File: src/rtl/vga_pkg.sv
// vga_pkg: VGA 640x480@60 porch/sync timing and framebuffer widths.
package vga_pkg;
  localparam int H_FP    = 16;
  localparam int H_SYNC  = 96;
  localparam int H_BP    = 48;
  localparam int H_TOTAL = 640 + H_FP + H_SYNC + H_BP;
  localparam int V_FP    = 10;
  localparam int V_SYNC  = 2;
  localparam int V_BP    = 33;
  localparam int V_TOTAL = 480 + V_FP + V_SYNC + V_BP;
  localparam int ADDR_W  = 19;
  localparam int PIX_W   = 8;
endpackage

File: src/rtl/vga_timing_gen.sv
// vga_timing_gen: pixel-tick divider, h/v scan counters and raw sync/active flags.
module vga_timing_gen
  import vga_pkg::*;
#(
  parameter int CLK_DIV  = 2,
  parameter int H_ACTIVE = 640,
  parameter int V_ACTIVE = 480
) (
  input  logic       clk,
  input  logic       rst_n,
  output logic       tick_o,
  output logic [9:0] h_o,
  output logic [9:0] v_o,
  output logic       hsync_n_o,
  output logic       vsync_n_o,
  output logic       active_o
);
  localparam logic [1:0] DIV_LAST = 2'(CLK_DIV - 1);
  localparam logic [9:0] HA       = 10'(H_ACTIVE);
  localparam logic [9:0] VA       = 10'(V_ACTIVE);
  localparam logic [9:0] HS0      = 10'(H_ACTIVE + H_FP);
  localparam logic [9:0] HS1      = 10'(H_ACTIVE + H_FP + H_SYNC);
  localparam logic [9:0] VS0      = 10'(V_ACTIVE + V_FP);
  localparam logic [9:0] VS1      = 10'(V_ACTIVE + V_FP + V_SYNC);
  localparam logic [9:0] H_LAST   = 10'(H_ACTIVE + H_FP + H_SYNC + H_BP - 1);
  localparam logic [9:0] V_LAST   = 10'(V_ACTIVE + V_FP + V_SYNC + V_BP - 1);

  logic [1:0] div_q, div_d;
  logic [9:0] h_q, h_d, v_q, v_d;
  logic       run_q, div_end, h_end, v_end;

  assign div_end = div_q == DIV_LAST;
  assign h_end   = h_q == H_LAST;
  assign v_end   = v_q == V_LAST;
  // run_q keeps the tick low during reset even when CLK_DIV is 1
  assign tick_o    = run_q && div_end;
  assign h_o       = h_q;
  assign v_o       = v_q;
  assign hsync_n_o = !(h_q >= HS0 && h_q < HS1);
  assign vsync_n_o = !(v_q >= VS0 && v_q < VS1);
  assign active_o  = h_q < HA && v_q < VA;

  always_comb begin
    div_d = div_end ? '0 : div_q + 2'd1;
    h_d   = h_q;
    v_d   = v_q;
    if (tick_o) begin
      h_d = h_end ? '0 : h_q + 10'd1;
      v_d = !h_end ? v_q : v_end ? '0 : v_q + 10'd1;
    end
  end

  always_ff @(posedge clk or negedge rst_n)
    if (!rst_n) begin
      div_q <= '0;
      run_q <= 1'b0;
      h_q   <= '0;
      v_q   <= '0;
    end else begin
      div_q <= div_d;
      run_q <= 1'b1;
      h_q   <= h_d;
      v_q   <= v_d;
    end
endmodule

File: src/rtl/vga_frame_reader.sv
// vga_frame_reader: scans the grayscale framebuffer and shows it centred on 640x480@60 VGA.
// Optional macro TEST_PATTERN_EN adds test_mode, swapping RAM colour for an h[9:2] gradient.
module vga_frame_reader
  import vga_pkg::*;
#(
  parameter int CLK_DIV  = 2,
  parameter int H_ACTIVE = 640,
  parameter int V_ACTIVE = 480
) (
  input  logic              clk,
  input  logic              rst_n,
  input  logic              img_valid,
  input  logic [9:0]        img_width,
  input  logic [8:0]        img_height,
`ifdef TEST_PATTERN_EN
  input  logic              test_mode,
`endif
  output logic [ADDR_W-1:0] ram_rd_addr,
  input  logic [PIX_W-1:0]  ram_rd_data,
  output logic              vga_hsync,
  output logic              vga_vsync,
  output logic              vga_blank_n,
  output logic              vga_pix_tick,
  output logic [PIX_W-1:0]  vga_r,
  output logic [PIX_W-1:0]  vga_g,
  output logic [PIX_W-1:0]  vga_b,
  output logic              frame_start
);
  localparam logic [9:0] HA = 10'(H_ACTIVE);
  localparam logic [8:0] VA = 9'(V_ACTIVE);

  logic              tick, hs_raw, vs_raw, act, win;
  logic [9:0]        h, v;
  logic [9:0]        w_d, x0_d, w_q, x0_q, cw, cx;
  logic [8:0]        hg_d, y0_d, hg_q, y0_q, ch, cy;
  logic              show_d, show_q, cs;
  logic [ADDR_W-1:0] cnt_q, addr_q, base;
  logic              win1_q, blank1_q, hs1_q, vs1_q, blank_q, hs_q, vs_q;
  logic [PIX_W-1:0]  pix_q, pix_src;

  vga_timing_gen #(.CLK_DIV(CLK_DIV), .H_ACTIVE(H_ACTIVE), .V_ACTIVE(V_ACTIVE)) u_tg (
    .clk      (clk),
    .rst_n    (rst_n),
    .tick_o   (tick),
    .h_o      (h),
    .v_o      (v),
    .hsync_n_o(hs_raw),
    .vsync_n_o(vs_raw),
    .active_o (act)
  );

  assign frame_start = tick && h == '0 && v == '0;

  always_comb begin
    w_d    = img_width > HA ? HA : img_width;
    hg_d   = img_height > VA ? VA : img_height;
    x0_d   = (HA - w_d) >> 1;
    y0_d   = (VA - hg_d) >> 1;
    show_d = img_valid && w_d != '0 && hg_d != '0;
  end

  // Pixel (0,0) is judged against the geometry being latched on that same tick
  assign cw   = frame_start ? w_d : w_q;
  assign cx   = frame_start ? x0_d : x0_q;
  assign ch   = frame_start ? hg_d : hg_q;
  assign cy   = frame_start ? y0_d : y0_q;
  assign cs   = frame_start ? show_d : show_q;
  assign win  = cs && h >= cx && h < cx + cw && v >= {1'b0, cy} && v < {1'b0, cy + ch};
  assign base = frame_start ? '0 : cnt_q;

`ifdef TEST_PATTERN_EN
  logic             tm_q;
  logic [PIX_W-1:0] grad1_q;
  always_ff @(posedge clk or negedge rst_n)
    if (!rst_n) begin
      tm_q    <= 1'b0;
      grad1_q <= '0;
    end else if (tick) begin
      if (frame_start) tm_q <= test_mode;
      grad1_q <= h[9:2];
    end
  assign pix_src = tm_q ? grad1_q : ram_rd_data;
`else
  assign pix_src = ram_rd_data;
`endif

  always_ff @(posedge clk or negedge rst_n)
    if (!rst_n) begin
      w_q      <= '0;
      x0_q     <= '0;
      hg_q     <= '0;
      y0_q     <= '0;
      show_q   <= 1'b0;
      cnt_q    <= '0;
      addr_q   <= '0;
      win1_q   <= 1'b0;
      blank1_q <= 1'b0;
      hs1_q    <= 1'b1;
      vs1_q    <= 1'b1;
      pix_q    <= '0;
      blank_q  <= 1'b0;
      hs_q     <= 1'b1;
      vs_q     <= 1'b1;
    end else if (tick) begin
      if (frame_start) begin
        w_q    <= w_d;
        x0_q   <= x0_d;
        hg_q   <= hg_d;
        y0_q   <= y0_d;
        show_q <= show_d;
      end
      if (win) addr_q <= base;
      cnt_q    <= win ? base + ADDR_W'(1) : base;
      win1_q   <= win;
      blank1_q <= act;
      hs1_q    <= hs_raw;
      vs1_q    <= vs_raw;
      pix_q    <= win1_q ? pix_src : '0;
      blank_q  <= blank1_q;
      hs_q     <= hs1_q;
      vs_q     <= vs1_q;
    end

  assign ram_rd_addr = addr_q;
  assign vga_r       = pix_q;
  assign vga_g       = pix_q;
  assign vga_b       = pix_q;
  assign vga_blank_n = blank_q;
  assign vga_hsync   = hs_q;
  assign vga_vsync   = vs_q;
  assign vga_pix_tick = tick;
endmodule
File: config.mk
export PLATFORM = sky130hd
export DESIGN_NAME = vga_frame_reader
export DESIGN_NICKNAME = d
export VERILOG_FILES = /design/src/rtl/vga_pkg.sv /design/src/rtl/vga_timing_gen.sv /design/src/rtl/vga_frame_reader.sv
export SDC_FILE = /design/constraint.sdc
export NUM_CORES = 1
export LEC_CHECK = 0
export BUFFER_PORTS_ARGS = -buffer_cell sky130_fd_sc_hd__buf_2
export CORE_ASPECT_RATIO = 0.9
export CORE_MARGIN = 2
export CORE_UTILIZATION = 60
export CTS_BUF_LIST = sky130_fd_sc_hd__clkbuf_8
export DETAILED_ROUTE_END_ITERATION = 6
export HOLD_SLACK_MARGIN = 0.08
export PLACE_DENSITY_LB_ADDON = 0.12
export SYNTH_ARGS = -nofsm -noshare
export SYNTH_HDL_FRONTEND = slang
export SYNTH_HIERARCHICAL = 1
export SYNTH_SLANG_ARGS = --single-unit
File: constraint.sdc
create_clock -name clk -period 8.26 [get_ports clk]
set_clock_uncertainty 0.15 [all_clocks]
set_input_delay 0.826 -clock clk [delete_from_list [all_inputs] [get_ports clk]]
set_output_delay 0.826 -clock clk [all_outputs]
set_load 0.01 [all_outputs]
==> results.toml <==
[critical_path]
cp_data_required_time_ns = 8.46
start_kind = "flip-flop"
crit_type = "reg2reg"
critical-path-top-delay-family = "simple AND/OR/NAND/NOR gates"
cp_max_fo = 51
crit_top_cell = "o21ai_0"
worst-path-buf-inv = 5
slowest_stage = "or4_1"
cp-end-kind = "flip-flop"
slowest_delay_ns = 0.66
arrival_ns = 7.05

[sta]
rsz0062_at_grt = "false"
finalSetupViolCount = 0
tns_ns = 0
period_share_pct = 82.9
worst_pin_slew_ns = 0.953
hold_viol = 0
maxSlewHeadroom_pct = 36.4
period_needed_ns = 6.85
fmax_mhz = 146
maxSlewViolCount = 0

[power]
p_sw_share_pct = 39.4
static-leakage-power_uw = 0.00395
power.density_cell_area_nw_per_um2 = 278
switching_power_uw = 876
ir_worst_vdd_mv = 0.194
p_int_uw = 1350
p_clk_share_pct = 23.1
seq_power_share_pct = 32.6
power_frac_comb_pct = 44.2

[clocking]
cts-root-buf = "clkbuf_8"
cts.path.max_buffers = 2
postCtsSetupBuffers = 0
cts_num_sinks = 115
cts_resized = 0
ctsHoldBuffers = 0
numCtsBuffers = 17
clk_latency_ns = 0.45
clkSlewWorstSetupHoldPaths_ns = 0.07
htreeDepth = 4
cts_tree = "yes"

[route]
drt_wl_total_mm = 16.7
ant_nets = 0
num_vias = 6090
vias_per_cell = 5.94
remaining_drc_errors = 0
wire_per_inst_um = 16.2
drt-initial-drc-count = 473
dr.pass1.iters = 5

[yosys]
yosysUniqueCellTypes = 67
synth_edf_count = 0
synth_cells = 797
avgSynthCellArea_um2 = 9.07
synth_flop_cell = "dfrtp_1"
syn_nets = 890
yosys_register_bits = 115
yosys_warnings = 6
ys_async_sr_fraction_pct = 100
synth.cell_area_um2 = 7230
seq_area_frac_synth_pct = 39.9

[layout]
stdcell_area_um2 = 7990
diodes = 0
layout_commonest_cell = "nand2_1"
drive_above_1_share_pct = 17.5
area_growth_pct = 10.6
finalNetCount = 945
mostFrequentLayoutCells = "117 x nand2_1, 111 x dfrtp_1, 90 x o21ai_0"

[floorplanning]
fp.dieW_um = 120
dieHeight_um = 108
die_area_um2 = 12900
rows = 38
coreArea_um2 = 11900
num_io_pins = 78
start_util_pct = 60.8

[run]
drv_cap = 0

[global_routing]
antenna_found_initial = 0
grt-ovfl-total = 0
first_global_vias = 5652
grt_usage_pct = 26.9
grt_max_degree = 76
grt_pass1_wl_mm = 27.4

[placed_design]
gp_congestion = 0.846
dpl_cell_area_um2 = 7610
io_buffers = 77
hpwl_mm = 11.8

[min_path]
hp-class = "in2async"

[outcome]
outcome = "completed"
[through the flow]
| stage | std cells | worst slack (ns) | power (uW) | util (%) | hold WS (ns) |
|---|---|---|---|---|---|
| floorplan | 797 | 2.45 | 1460 | - | 0.266 |
| CTS | 1025 | 1.45 | 2230 | 67.2 | 0.191 |
| finish | 1025 | 1.41 | 2220 | 67.2 | 0.200 |
| global route | 1025 | 0.906 | 2420 | 67.2 | 0.207 |
| global placement | 993 | 1.66 | 1670 | 64.0 | 0.278 |
| detailed placement | 993 | 1.45 | 1710 | 64.0 | 0.297 |
[sequential cells by signal, summed over array words and instances (netlist names)]
| name | flops |
|---|---|
| cnt_q | 19 |
| ram_rd_addr | 19 |
| u_tg/h_o | 10 |
| u_tg/v_o | 10 |
| w_q | 10 |
| x0_q | 10 |
| hg_q | 9 |
| y0_q | 9 |
| vga_b | 8 |
| u_tg/div_q | 2 |
| blank1_q | 1 |
| hs1_q | 1 |
| show_q | 1 |
| u_tg/run_q | 1 |
| vga_blank_n | 1 |
| vga_hsync | 1 |
| vga_vsync | 1 |
| vs1_q | 1 |
| win1_q | 1 |
[synthesized netlist by cell type, types with 18 or more instances]
master | instances | area, um2
a21oi_1 | 33 | 165
clkbuf_1 | 24 | 90.1
dfrtp_1 | 111 | 2780
ha_1 | 61 | 763
inv_1 | 42 | 158
nand2_1 | 117 | 439
nand3_1 | 26 | 130
nand4_1 | 18 | 113
nor2_1 | 24 | 90.1
o21ai_0 | 90 | 450
xnor2_1 | 20 | 175
xor2_1 | 18 | 158
[path summary, 6_finish.rpt]
kind / cells past startpoint / end / slack (ns) / start
min in group clk: 1 / u_tg/div_q[0] / 0.30 / u_tg/div_q[0]
worst min register to register: 1 / u_tg/div_q[0] / 0.30 / u_tg/div_q[0]
max in group asynchronous: 2 / w_q[3] / 6.40 / rst_n
worst max register to register: 26 / cnt_q[7] / 1.41 / u_tg/div_q[1]
worst min-delay path: 1 / ram_rd_addr[17] / 0.20 / rst_n
worst max-delay path: 26 / cnt_q[7] / 1.41 / u_tg/div_q[1]
[layout make-up]
cell class	count	area [um2]
Fill cell	995	3890
Sequential cell	115	2880
Clock inverter	14	139
Clock buffer	18	248
Inverter	43	161
Tap cell	160	200
Timing Repair Buffer	85	448
Multi-Input combinational cell	590	3910
[cells by family (layout without fill, tap and decap cells)]
kind of cell             Yosys count  after routing  synth area share [%]
multiplexers                      14             14                  2.18
adder cells (fa/ha/maj)           63             63                  11.1
flip-flops                       115            115                  39.9
buffers and inverters             92            160                  6.04
AO/OA/AOI/OAI                    203            203                  17.0
XOR/XNOR                          38             38                  4.61
AND/OR/NAND/NOR                  271            271                  19.1
other                              1              1                0.0519
[layer usage]
metal	vias to the layer above	global-route usage (%)	share of wire [%]
met1	2932	35.6	46
met3	24	7.23	5.1
met2	192	43.9	48
li1	2942	-	-
met4	0	8.07	1.4
met5	-	0	0
[worst register-to-register path, stage by stage (launching register included)]
cell and delay [ns]:
dfrtp_1 0.38, nand3b_1 0.27, inv_2 0.10, inv_1 0.04, buf_4 0.23, or3_4 0.50, or2_2 0.45, buf_4 0.33
o21ai_0 0.26, ha_1 0.19, inv_1 0.06, fa_1 0.43, nor2b_1 0.12, o21ai_0 0.11, a21oi_1 0.20, o21a_1 0.13
nor2_1 0.05, o21ai_0 0.23, xnor2_1 0.16, ha_1 0.26, o211ai_1 0.13, nor2_1 0.08, nor4_1 0.24, o311a_1 0.28
nand4_2 0.52, or4_1 0.67, a21oi_1 0.19
[power groups by stage]
stage / sequential [uW] / combinational, uW / clock [uW]
global placement: 729 / 943 / 0
floorplan: 712 / 752 / 0
detailed placement: 734 / 976 / 0
global route: 737 / 1130 / 550
finish: 724 / 983 / 514
CTS: 724 / 986 / 524
Power figures use the tool's default switching activity.
